## src/rtl/jbi_credit_aok_gen.sv

```systemverilog
// Credit pool tracker that drives set/clr pulses for a downstream AOK flop.
// Optional stall statistics counter enabled by defining JBI_CREDIT_AOK_STATS_EN.
// The credit-return input is named rel because "release" is a reserved word.
module jbi_credit_aok_gen #(
  parameter int STATS_W = 16
) (
  input  logic               clk,
  input  logic               rst,
  input  logic               consume,
  input  logic               rel,
  input  logic [4:0]         cfg_max,
  input  logic [4:0]         cfg_hyst,
  input  logic               err_clr,
  output logic               aok_set,
  output logic               aok_clr,
  output logic [4:0]         credit_cnt,
  output logic               udf_err,
  output logic               ovf_err,
  output logic [STATS_W-1:0] stall_cycles
);

  typedef enum logic [1:0] {
    ST_INIT  = 2'd0,
    ST_OK    = 2'd1,
    ST_STALL = 2'd2
  } state_t;

  state_t     state_reg;
  logic [4:0] emax_reg;
  logic [4:0] cnt_reg;
  logic       aok_set_reg;
  logic       aok_clr_reg;
  logic       udf_reg;
  logic       ovf_reg;

  logic [4:0] emax_cfg;
  logic [4:0] ehyst;
  logic [4:0] cnt_next;
  logic       udf_evt;
  logic       ovf_evt;

  // Pool size is clamped to 1..16; it is only captured while in INIT.
  always_comb begin
    emax_cfg = cfg_max;
    if (cfg_max == 5'd0)
      emax_cfg = 5'd1;
    else if (cfg_max > 5'd16)
      emax_cfg = 5'd16;
  end

  // Re-open threshold is clamped to 1..EMAX against the captured pool size.
  always_comb begin
    ehyst = cfg_hyst;
    if (cfg_hyst == 5'd0)
      ehyst = 5'd1;
    else if (cfg_hyst > emax_reg)
      ehyst = emax_reg;
  end

  always_comb begin
    cnt_next = cnt_reg;
    udf_evt  = 1'b0;
    ovf_evt  = 1'b0;
    if (state_reg != ST_INIT) begin
      if (consume && !rel) begin
        if (cnt_reg == 5'd0)
          udf_evt = 1'b1;
        else
          cnt_next = cnt_reg - 5'd1;
      end else if (rel && !consume) begin
        if (cnt_reg == emax_reg)
          ovf_evt = 1'b1;
        else
          cnt_next = cnt_reg + 5'd1;
      end
    end
  end

  always_ff @(posedge clk or posedge rst) begin
    if (rst) begin
      state_reg   <= ST_INIT;
      emax_reg    <= 5'd1;
      cnt_reg     <= 5'd0;
      aok_set_reg <= 1'b0;
      aok_clr_reg <= 1'b0;
      udf_reg     <= 1'b0;
      ovf_reg     <= 1'b0;
    end else begin
      aok_set_reg <= 1'b0;
      aok_clr_reg <= 1'b0;
      case (state_reg)
        ST_INIT: begin
          emax_reg    <= emax_cfg;
          cnt_reg     <= emax_cfg;
          state_reg   <= ST_OK;
          aok_set_reg <= 1'b1;
        end
        ST_OK: begin
          cnt_reg <= cnt_next;
          if (cnt_next == 5'd0) begin
            state_reg   <= ST_STALL;
            aok_clr_reg <= 1'b1;
          end
        end
        ST_STALL: begin
          cnt_reg <= cnt_next;
          if (cnt_next >= ehyst) begin
            state_reg   <= ST_OK;
            aok_set_reg <= 1'b1;
          end
        end
        default: begin
          state_reg <= ST_INIT;
        end
      endcase
      // A new error event takes priority over a simultaneous clear.
      if (udf_evt)
        udf_reg <= 1'b1;
      else if (err_clr)
        udf_reg <= 1'b0;
      if (ovf_evt)
        ovf_reg <= 1'b1;
      else if (err_clr)
        ovf_reg <= 1'b0;
    end
  end

  assign aok_set    = aok_set_reg;
  assign aok_clr    = aok_clr_reg;
  assign credit_cnt = cnt_reg;
  assign udf_err    = udf_reg;
  assign ovf_err    = ovf_reg;

`ifdef JBI_CREDIT_AOK_STATS_EN
  logic [STATS_W-1:0] stall_cnt_reg;

  always_ff @(posedge clk or posedge rst) begin
    if (rst)
      stall_cnt_reg <= '0;
    else if (err_clr)
      stall_cnt_reg <= '0;
    else if (state_reg == ST_STALL && stall_cnt_reg != {STATS_W{1'b1}})
      stall_cnt_reg <= stall_cnt_reg + 1'b1;
  end

  assign stall_cycles = stall_cnt_reg;
`else
  assign stall_cycles = '0;
`endif

endmodule

```

## config.mk

```make
export PLATFORM = sky130hd
export DESIGN_NAME = jbi_credit_aok_gen
export DESIGN_NICKNAME = d
export VERILOG_FILES = /design/src/rtl/jbi_credit_aok_gen.sv
export SDC_FILE = /design/constraint.sdc
export NUM_CORES = 1
export LEC_CHECK = 0
export ABC_AREA = 0
export CAP_MARGIN = 15
export CORE_ASPECT_RATIO = 1.5
export CORE_MARGIN = 2
export CORE_UTILIZATION = 51
export CTS_BUF_LIST = sky130_fd_sc_hd__clkbuf_8
export CTS_CLUSTER_DIAMETER = 100
export CTS_CLUSTER_SIZE = 28
export DETAILED_ROUTE_END_ITERATION = 10
export GPL_TIMING_DRIVEN = 0
export PLACE_DENSITY = 0.82
export SLEW_MARGIN = 20
export SYNTH_ARGS = -nofsm -noshare
export SYNTH_HDL_FRONTEND = slang
export SYNTH_SLANG_ARGS = --single-unit
```

## constraint.sdc

```tcl
create_clock -name clk -period 4.2 [get_ports clk]
set_clock_uncertainty 0.15 [all_clocks]
set_input_delay 0.84 -clock clk [delete_from_list [all_inputs] [get_ports clk]]
set_output_delay 0.84 -clock clk [all_outputs]
set_load 0.01 [all_outputs]
```

==> results of run 1 <==
==> layout make-up <==
type,count,area [um2]
fillers,272,1040
inverters,15,56.3
repair buffers,25,245
multi-input cells,153,1080
plain buffers,24,160
flip-flops and latches,16,402
clock buffers,4,55.1
well taps,40,50.0
==> Yosys cell counts (3+ instances only) <==
cell type	count	share of area, %
xor2_1	6	3.2
clkbuf_1	4	0.92
nand2b_1	9	3.4
a21oi_1	8	2.4
a211oi_1	6	2.8
nor3b_1	4	1.8
nand3b_1	3	1.4
nor2_1	14	3.2
nand2_1	8	1.8
a21o_1	3	1.4
mux2_2	5	3.4
buf_4	16	7.3
inv_1	15	3.4
o22ai_1	3	1.1
o21ai_0	13	4.0
dfrtp_1	15	23
nor2b_1	6	2.3
ha_1	16	12
==> worst max-delay path: stages <==
cell and delay, ns:
clkdlybuf4s50_1 0.44, ha_1 0.32, nor2b_1 0.13, o21a_1 0.12, o21a_1 0.10, o21ai_1 0.06
a22oi_2 0.29, buf_4 0.19, mux2_2 0.31, o21ai_0 0.08, ha_1 0.26, a21o_1 0.19
a211oi_2 0.27, nor2_1 0.10, nor3b_2 0.17, o32a_2 0.22
==> cell families (layout without fill, tap and decap cells) <==
| group | Yosys count | in the layout |
|---|---|---|
| and+or+nand+nor | 59 | 59 |
| AOI/OAI and AO/OA | 48 | 48 |
| buffers and inverters | 39 | 68 |
| adders and majority gates | 16 | 16 |
| DFF | 16 | 16 |
| xor gates and xnor gates | 7 | 7 |
| muxes | 7 | 7 |
| other | 1 | 16 |
==> through the flow <==
stage / utilization, % / TNS, ns / setup slack [ns] / total power [mW] / hold WS [ns]
global route: 66.3 / -0.142 / -0.0976 / 1.50 / 0.421
detailed placement: 63.4 / -0.628 / -0.287 / 1.18 / 0.390
global placement: 63.4 / -0.535 / -0.257 / 1.16 / 0.386
CTS: 65.3 / 0 / 0.111 / 1.32 / 0.398
finish: 66.3 / 0 / 0.0973 / 1.38 / 0.390
floorplan: - / 0 / 0.500 / 0.940 / 0.371
==> where the power goes <==
group          internal [mW]  switching [mW]
logic                  0.448           0.497
clock network         0.0834          0.0552
registers              0.222          0.0713
total                  0.753           0.623
==> how the worst max path moves through the flow <==
stage,startpoint,end,slack [ns]
6_report,cfg_hyst[1],state_reg[1],0.1
3_5_place_dp,cfg_hyst[0],state_reg[1],-0.29
5_1_grt,cfg_hyst[1],state_reg[1],-0.1
4_1_cts,cfg_hyst[1],state_reg[1],0.11
2_1_floorplan,cfg_hyst[1],state_reg[1],0.50
3_3_place_gp,cfg_hyst[0],state_reg[1],-0.26
==> per-layer routing <==
layer | up-vias | wire length (um) | GRT usage [%]
met1 | 688 | 1450 | 22.7
met4 | 0 | 90 | 9.57
met3 | 9 | 105 | 2.24
met2 | 38 | 2030 | 39.9
met5 | - | 0 | 0
li1 | 747 | - | -
==> timing repair <==
action,CTS,global route
setup buffers,0,3
pin swaps,0,1
gates resized for setup,1,3
cloned,0,0
endpoints found under the setup margin,1,2
hold buffers,0,0
==> key figures, run 1 <==
Critical path
  • Crit path DAT: 4.09 ns
  • Reg2Reg Depth: 14
  • Critical path class: in2reg
  • R2R setup slack: 0.67 ns
  • Startpoint types: input pin
  • Worst setup EP type: flop
  • Crit-path max FO: 5
  • Reg-to-Reg Start: state_reg[0]
  • Req. time, crit path: 4.19 ns
  • R2R Path End: state_reg[0]

Placed design
  • DP Cell Count: 270
  • Placer Congestion: 0.825
  • Buffers on Ports: 22
  • HPWL Detailed: 2820 um
  • Cell Area, Placed: 1960 um2

Floorplanning
  • Die outline height: 73.4 um
  • Io pins: 40
  • Starting Density: 52.8%
  • Area of the core: 3100 um2
  • Rows: 25
  • Die area: 3680 um2
  • Die X: 50.2 um

Detailed routing
  • Pre-Repair DR Iteration Count: 4
  • Final WL: 3680 um
  • Detail Route Antenna Nets: 0
  • DRC Markers: 0
  • Drt wl/cell: 13.3 um
  • DR vias: 1,482
  • Initial DRC count: 32
  • Vias per cell: 5.35

CTS
  • Reg clk slew, reported paths: 0.06 ns
  • H-tree levels: 1
  • # clock sinks: 16
  • Worst skew pair latency: 0.26 ns
  • Clk root buf: clkbuf_8
  • CTS buffer count: 3
  • TritonCTS clock tree: built
  • Clock Tree Buf Depth: 2

Yosys
  • Synth unique cells: 51
  • Synth Area in Adders: 12.2%
  • Simple-gate share of the synthesized area: 21.7%
  • Synth async-reset ratio: 100%
  • Synth Area in XOR/XNOR: 3.75%
  • Syn_area_per_cell: 8.47 um2
  • Yosys warns: 0
  • Synth Register Bits: 16
  • Post-synth EDFFs: 0
  • Largest family of logic cells by synthesized area: simple AND/OR/NAND/NOR gates
  • Syn Inst Count: 193
  • Compound-Gate Fraction of Synth Area: 19.7%
  • Primary FF master, synth: dfrtp_1
  • Cell Area, Synth: 1640 um2
  • Multiplexer area fraction after synthesis: 4.67%
  • Register area share after synthesis: 24.6%

GRT
  • Gr usage total: 21.0%
  • Vias in the first global route: 1,385
  • Largest net degree at the start of global routing: 17
  • Grt ovf: 0
  • First-pass GRT wire length: 6020 um
  • Initial antenna violation count: 0

Layout
  • Most frequent cells in the layout: clkdlybuf4s50_1 (21), buf_4 (19), ha_1 (16), conb_1 (16)
  • Most common cell after layout, fill and taps aside: clkdlybuf4s50_1
  • Layout cells sized above 1: 16.0%
  • Antenna Cells: 0
  • Nets: 269
  • Layout Cells excl Fill: 277
  • Post-route cell area: 2050 um2
  • Area Growth Syn to Fin: 25.5%

Worst hold path
  • Hold EP: udf_err
  • Hold Startpoint: udf_err
  • Hold depth: 2
  • Worst Hold Class: reg2reg

STA
  • Hold Vio Cnt, Final: 0
  • Worst slew margin: 61.0%
  • Max-slew violation count: 0
  • Post-route minimum period: 4.10 ns
  • Setup violators final: 0
  • Final worst-path cycle share: 97.7%
  • Slew @ Worst Pin: 0.584 ns
  • Fmax: 244 MHz

Pwr
  • Power per Cell Area: 671 nW/um2
  • Worst IR drop on VDD: 0.564 mV
  • P_leak: 0.939 nW

Run status
  • Outcome: completed

Flow run
  • Max Cap Viol: 0
(Power assumes the default switching activity.)
==> run 2, diff against run 1 <==
--- a/config.mk
+++ b/config.mk
@@ -15,6 +15,7 @@
 export CTS_CLUSTER_SIZE = 28
 export DETAILED_ROUTE_END_ITERATION = 10
 export GPL_TIMING_DRIVEN = 0
+export HOLD_SLACK_MARGIN = 0.03
 export PLACE_DENSITY = 0.82
 export SLEW_MARGIN = 20
 export SYNTH_ARGS = -nofsm -noshare
==> results of run 2 <==
No change in the layout: final DEF, timing and power equal those of run 1.
